--- src/rtl/baseline_ctrl.sv ---
// rtl/baseline_ctrl.sv - window sequencer and load-strobe generator for the baseline datapath
// Optional freeze feature: define BASELINE_CTRL_FREEZE_EN to enable the FROZEN state.
module baseline_ctrl #(
   parameter int N0 = 5,
   parameter int N1 = 5,
   parameter int N2 = 6,
   parameter int N3 = 8
) (
   input  logic                       clk,
   input  logic                       rst,
   input  logic                       en,
   input  logic                       sample_valid,
   input  logic                       freeze,
   output logic                       ld0,
   output logic                       ld1,
   output logic                       ld2,
   output logic [$clog2(N3+1)-1:0]    seg_count,
   output logic                       baseline_valid,
   output logic [1:0]                 state
);

   localparam int W0 = (N0 > 1) ? $clog2(N0) : 1;
   localparam int W1 = (N1 > 1) ? $clog2(N1) : 1;
   localparam int W2 = (N2 > 1) ? $clog2(N2) : 1;
   localparam int SW = $clog2(N3 + 1);

   localparam logic [W0-1:0] LAST0   = W0'(N0 - 1);
   localparam logic [W1-1:0] LAST1   = W1'(N1 - 1);
   localparam logic [W2-1:0] LAST2   = W2'(N2 - 1);
   localparam logic [SW-1:0] SEG_MAX = SW'(N3);
   localparam logic [SW-1:0] SEG_PRE = SW'(N3 - 1);

   typedef enum logic [1:0] {
      IDLE   = 2'd0,
      FILL   = 2'd1,
      VALID  = 2'd2,
      FROZEN = 2'd3
   } state_t;

   state_t st;
   state_t st_nxt;

   logic [W0-1:0] c0;
   logic [W1-1:0] c1;
   logic [W2-1:0] c2;

   logic accept;
   logic clr;
   logic seg_hit;
   logic w0;
   logic w1;
   logic w2;
   logic freeze_eff;

   // Delay taps that stagger ld1/ld2 behind ld0 so each adder stage settles.
   logic p1;
   logic p2a;
   logic p2b;

`ifdef BASELINE_CTRL_FREEZE_EN
   assign freeze_eff = freeze;
`else
   logic unused_freeze;
   assign unused_freeze = freeze;
   assign freeze_eff    = 1'b0;
`endif

   assign state = st;

   always_comb begin
      st_nxt  = st;
      accept  = 1'b0;
      clr     = 1'b0;
      seg_hit = ld2 && (seg_count == SEG_PRE);
      case (st)
         IDLE: begin
            if (!en) st_nxt = FILL;
         end
         FILL: begin
            accept = sample_valid && !en;
            if (seg_hit) st_nxt = VALID;
         end
         VALID: begin
            // A freeze request outranks a coincident sample.
            if (freeze_eff) begin
               st_nxt = FROZEN;
               clr    = 1'b1;
            end else begin
               accept = sample_valid && !en;
            end
         end
         FROZEN: begin
            if (!freeze_eff) st_nxt = VALID;
         end
         default: st_nxt = IDLE;
      endcase
   end

   assign w0 = accept && (c0 == LAST0);
   assign w1 = w0 && (c1 == LAST1);
   assign w2 = w1 && (c2 == LAST2);

   always_ff @(posedge clk) begin
      if (rst) begin
         st <= IDLE;
      end else begin
         st <= st_nxt;
      end
   end

   always_ff @(posedge clk) begin
      if (rst || clr) begin
         c0 <= '0;
         c1 <= '0;
         c2 <= '0;
      end else if (accept) begin
         c0 <= w0 ? '0 : c0 + 1'b1;
         if (w0) c1 <= w1 ? '0 : c1 + 1'b1;
         if (w1) c2 <= w2 ? '0 : c2 + 1'b1;
      end
   end

   always_ff @(posedge clk) begin
      if (rst) begin
         ld0 <= 1'b0;
         p1  <= 1'b0;
         ld1 <= 1'b0;
         p2a <= 1'b0;
         p2b <= 1'b0;
         ld2 <= 1'b0;
      end else begin
         ld0 <= w0;
         p1  <= w1;
         ld1 <= p1;
         p2a <= w2;
         p2b <= p2a;
         ld2 <= p2b;
      end
   end

   always_ff @(posedge clk) begin
      if (rst) begin
         seg_count      <= '0;
         baseline_valid <= 1'b0;
      end else begin
         if (ld2 && (seg_count != SEG_MAX)) seg_count <= seg_count + 1'b1;
         if (seg_hit) baseline_valid <= 1'b1;
      end
   end

endmodule

--- config.mk ---
export PLATFORM = sky130hd
export DESIGN_NAME = baseline_ctrl
export DESIGN_NICKNAME = d
export VERILOG_FILES = /design/src/rtl/baseline_ctrl.sv
export SDC_FILE = /design/constraint.sdc
export NUM_CORES = 1
export LEC_CHECK = 0
export CAP_MARGIN = 20
export CORE_ASPECT_RATIO = 0.7
export CORE_MARGIN = 4
export CORE_UTILIZATION = 50
export DETAILED_ROUTE_END_ITERATION = 6
export GPL_TIMING_DRIVEN = 0
export PLACE_DENSITY = 0.74
export SLEW_MARGIN = 20
export SYNTH_ARGS = -nofsm -noshare
export SYNTH_HDL_FRONTEND = slang
export SYNTH_SLANG_ARGS = --single-unit
--- constraint.sdc ---
create_clock -name clk -period 4.1 [get_ports clk]
set_clock_uncertainty 0.15 [all_clocks]
set_input_delay 0.82 -clock clk [delete_from_list [all_inputs] [get_ports clk]]
set_output_delay 0.82 -clock clk [all_outputs]
set_load 0.02 [all_outputs]
==> impl_metrics.csv <==
group,metric,value,unit
hold_path,hp-class,"flip-flop to flip-flop",
yosys,netlist_top_cells_count,"dfxtp_1 (22), ha_1 (12), inv_1 (12)",
yosys,synth_seq_cells,22,
finish,regArea,440,sq um
timing,setup_ws,1.68,ns
cts,cts.sinks,22,
yosys,synthCells,115,
hold_path,whs_endpoint,"ld1$_SDFF_PP0_",
yosys,ys_top_cells_by_area,"dfxtp_1 (41%), ha_1 (14%), a21oi_1 (4.6%)",
run,maxCapViolations,0,
global_route,grtUsageTotal,17.4,%
status,outcome,"complete, no violations",
cts,clk_pin_slew,0.13,ns
cts,insertion_delay,0.32,ns
finish,multi_input_area,572,sq um
placement,place.port_buffers,13,
hold_path,holdPathStages,1,
timing,tightest_slew,0.480,ns
hold_path,hp-start,"p1$_SDFF_PP0_",
die,core_area,1950,sq um
finish,drive_gt1_share,8.33,%
worst_setup_path,cp_cell_sequence,"clkdlybuf4s50_1",
cts,postCtsSetupBuffers,0,
timing,tns,0,ns
route,vias_per_cell,5.71,
cts,numCtsBuffers,3,
worst_setup_path,cp-end-kind,"primary output",
worst_setup_path,reg2reg_to,"c1[1]$_SDFFE_PP0P_",
global_route,grt_max_degree,14,
cts,ctsHoldBuffers,0,
placement,gp_congestion,0.764,
pwr,ir_drop,0.511,mV
worst_setup_path,worstPathArrival,1.45,ns
die,initial_core_util,55.5,%
finish,nets,150,
worst_setup_path,path_class,"flip-flop to primary output",
timing,slew_headroom,67.9,%
worst_setup_path,crit_path_top_delay_cell,"clkdlybuf4s50_1",
global_route,grt_pass1_vias,859,
route,ant_nets,0,
timing,hold_violations,0,
worst_setup_path,r2r.worst_path.cells,5,
worst_setup_path,r2r_setup_slack,2.40,ns
yosys,ys_seq_area_share,40.6,%
worst_setup_path,critPathMaxStageDelay,0.66,ns
yosys,synth-edff-count,0,
cts,cts-root-buf,"clkbuf_4",
route,drcViolationCount,0,
timing,period_share,59.1,%
route,routed_wirelength,2230,um
global_route,grt_first_pass_wirelength,3910,um
timing,setup_viol_count_final,0,
yosys,synth.distinct_cells,30,
yosys,synth_top_area_share,40.6,%
timing,rsz0062_at_grt,"no",
yosys,syn_area,1080,sq um
global_route,antenna_found_initial,0,
route,num_vias,880,
cts,clk_path_buf_depth,2,
placement,place_area,1240,sq um
finish,final_area,1290,sq um
finish,antennaDiodeCount,0,
worst_setup_path,crit_family,"buffers and inverters",
cts,cts_max_level,1,
yosys,synth_ff_type,"dfxtp_1",
worst_setup_path,worstPathMaxFanout,7,
yosys,syn_area_per_cell,9.42,sq um
global_route,grt-ovfl-total,0,
route,drt_iter0_markers,101,
yosys,syn_nets,132,
worst_setup_path,rr_startpoint,"state[1]$_SDFFE_PP0P_",
die,die_x,63.6,um
yosys,post-synth-top-count-cell,"dfxtp_1",
cts,cts.repair.resized,0,
placement,dp_hpwl,1640,um
timing,fin_crit,2.42,ns
die,fp-row-count,13,
worst_setup_path,path_buf_inv,1,
placement,place_ws,1.80,ns
worst_setup_path,cp_data_required_time,3.13,ns
cts,cts_tree,"done",
yosys,ys.warnings.count,0,
yosys,async_flop_share,0,%
timing,timing.fmax,413,MHz
finish,fillCellCount,164,
die,die_area,2990,sq um
timing,drv_slew,0,
pwr,powerDensity,429,nW/um^2
route,wire_per_inst,14.4,um
yosys,synth_area_leader_cell,"dfxtp_1",
pwr,p_leak,0.000480,uW
die,die_h,47.0,um
finish,syn_to_final_growth,19.4,%
die,ios,15,
route,drtPass1Iterations,5,
worst_setup_path,critPathLaunchType,"flip-flop",
-- stage by stage --
| stage | power (uW) | util (%) | cells | hold WS, ns |
|---|---|---|---|---|
| 2_1_floorplan | 348 | - | 115 | 0.264 |
| 3_3_place_gp | 386 | 63.6 | 150 | 0.270 |
| 3_5_place_dp | 392 | 63.6 | 150 | 0.275 |
| 4_1_cts | 559 | 66.3 | 154 | 0.305 |
| 5_1_grt | 590 | 66.3 | 154 | 0.333 |
| 6_report | 555 | 66.3 | 154 | 0.306 |
-- flip-flops by register name (all words and copies together) (netlist names) --
register / flops
ld0: 1
ld2: 1
ld1: 1
baseline_valid: 1
c0: 3
seg_count: 4
p1: 1
p2a: 1
state: 2
c1: 3
c2: 3
p2b: 1
-- cells in the final DEF (no fill, tap or decap), types with 2 or more instances in the layout --
cell             Yosys  layout
dfxtp_1             22      22
clkdlybuf4s50_1      0      13
inv_1               12      12
ha_1                12      12
a21oi_1             10      10
o21ai_0             10      10
nand2_1              5       5
nor3_1               5       5
nand4_1              4       4
nor2_1               4       4
nand4b_1             4       4
nor2b_1              3       3
nand3b_1             3       3
clkbuf_4             0       3
buf_6                2       2
nand3_1              2       2
a31oi_1              2       2
-- where the power goes --
group	total (uW)	leakage (uW)	internal (uW)	switching [uW]
sequential	241	0.000178	227	14.7
combinational	148	0.000274	67.0	81.3
clock	165	0.0000279	98.9	66.0
-- cell families (layout without fill, tap and decap cells) --
group / count (synthesis) / after routing / synth area share (%)
and+or+nand+nor: 37 / 37 / 22.5
adders and majority gates: 12 / 12 / 13.9
xor gates and xnor gates: 2 / 2 / 1.62
AOI/OAI and AO/OA: 27 / 27 / 14.8
buffers and inverters: 15 / 32 / 6.58
DFF: 22 / 22 / 40.6
-- final cells by class --
| type | count | share of cell area, % |
|---|---|---|
| Inverter | 12 | 3.48 |
| Tap cell | 22 | 2.13 |
| Multi-Input combinational cell | 78 | 44.2 |
| Clock buffer | 3 | 1.74 |
| Clock inverter | 1 | 2.32 |
| Sequential cell | 22 | 34.0 |
| Buffer | 3 | 2.03 |
| Timing Repair Buffer | 13 | 10.1 |
-- metal layers --
metal | GRT usage (%) | part of all wire [%]
met2 | 31.3 | 45
met5 | 0 | 0
met3 | 5.26 | 5.3
met1 | 21.1 | 49
met4 | 3.86 | 0.54
-- how the worst max path moves through the flow --
stage,from,slack [ns],to,depth (start not counted)
after floorplan,state[0]$_SDFFE_PP0P_,2.39,c1[2]$_SDFFE_PP0P_,6
after global placement,en,1.82,state[1]$_SDFFE_PP0P_,4
after detailed placement,en,1.80,c1[1]$_SDFFE_PP0P_,4
after CTS,ld2$_SDFF_PP0_,1.67,ld2,1
after global routing,ld2$_SDFF_PP0_,1.56,ld2,1
final,ld2$_SDFF_PP0_,1.68,ld2,1
No activity file was read; power rests on OpenSTA's default activity.
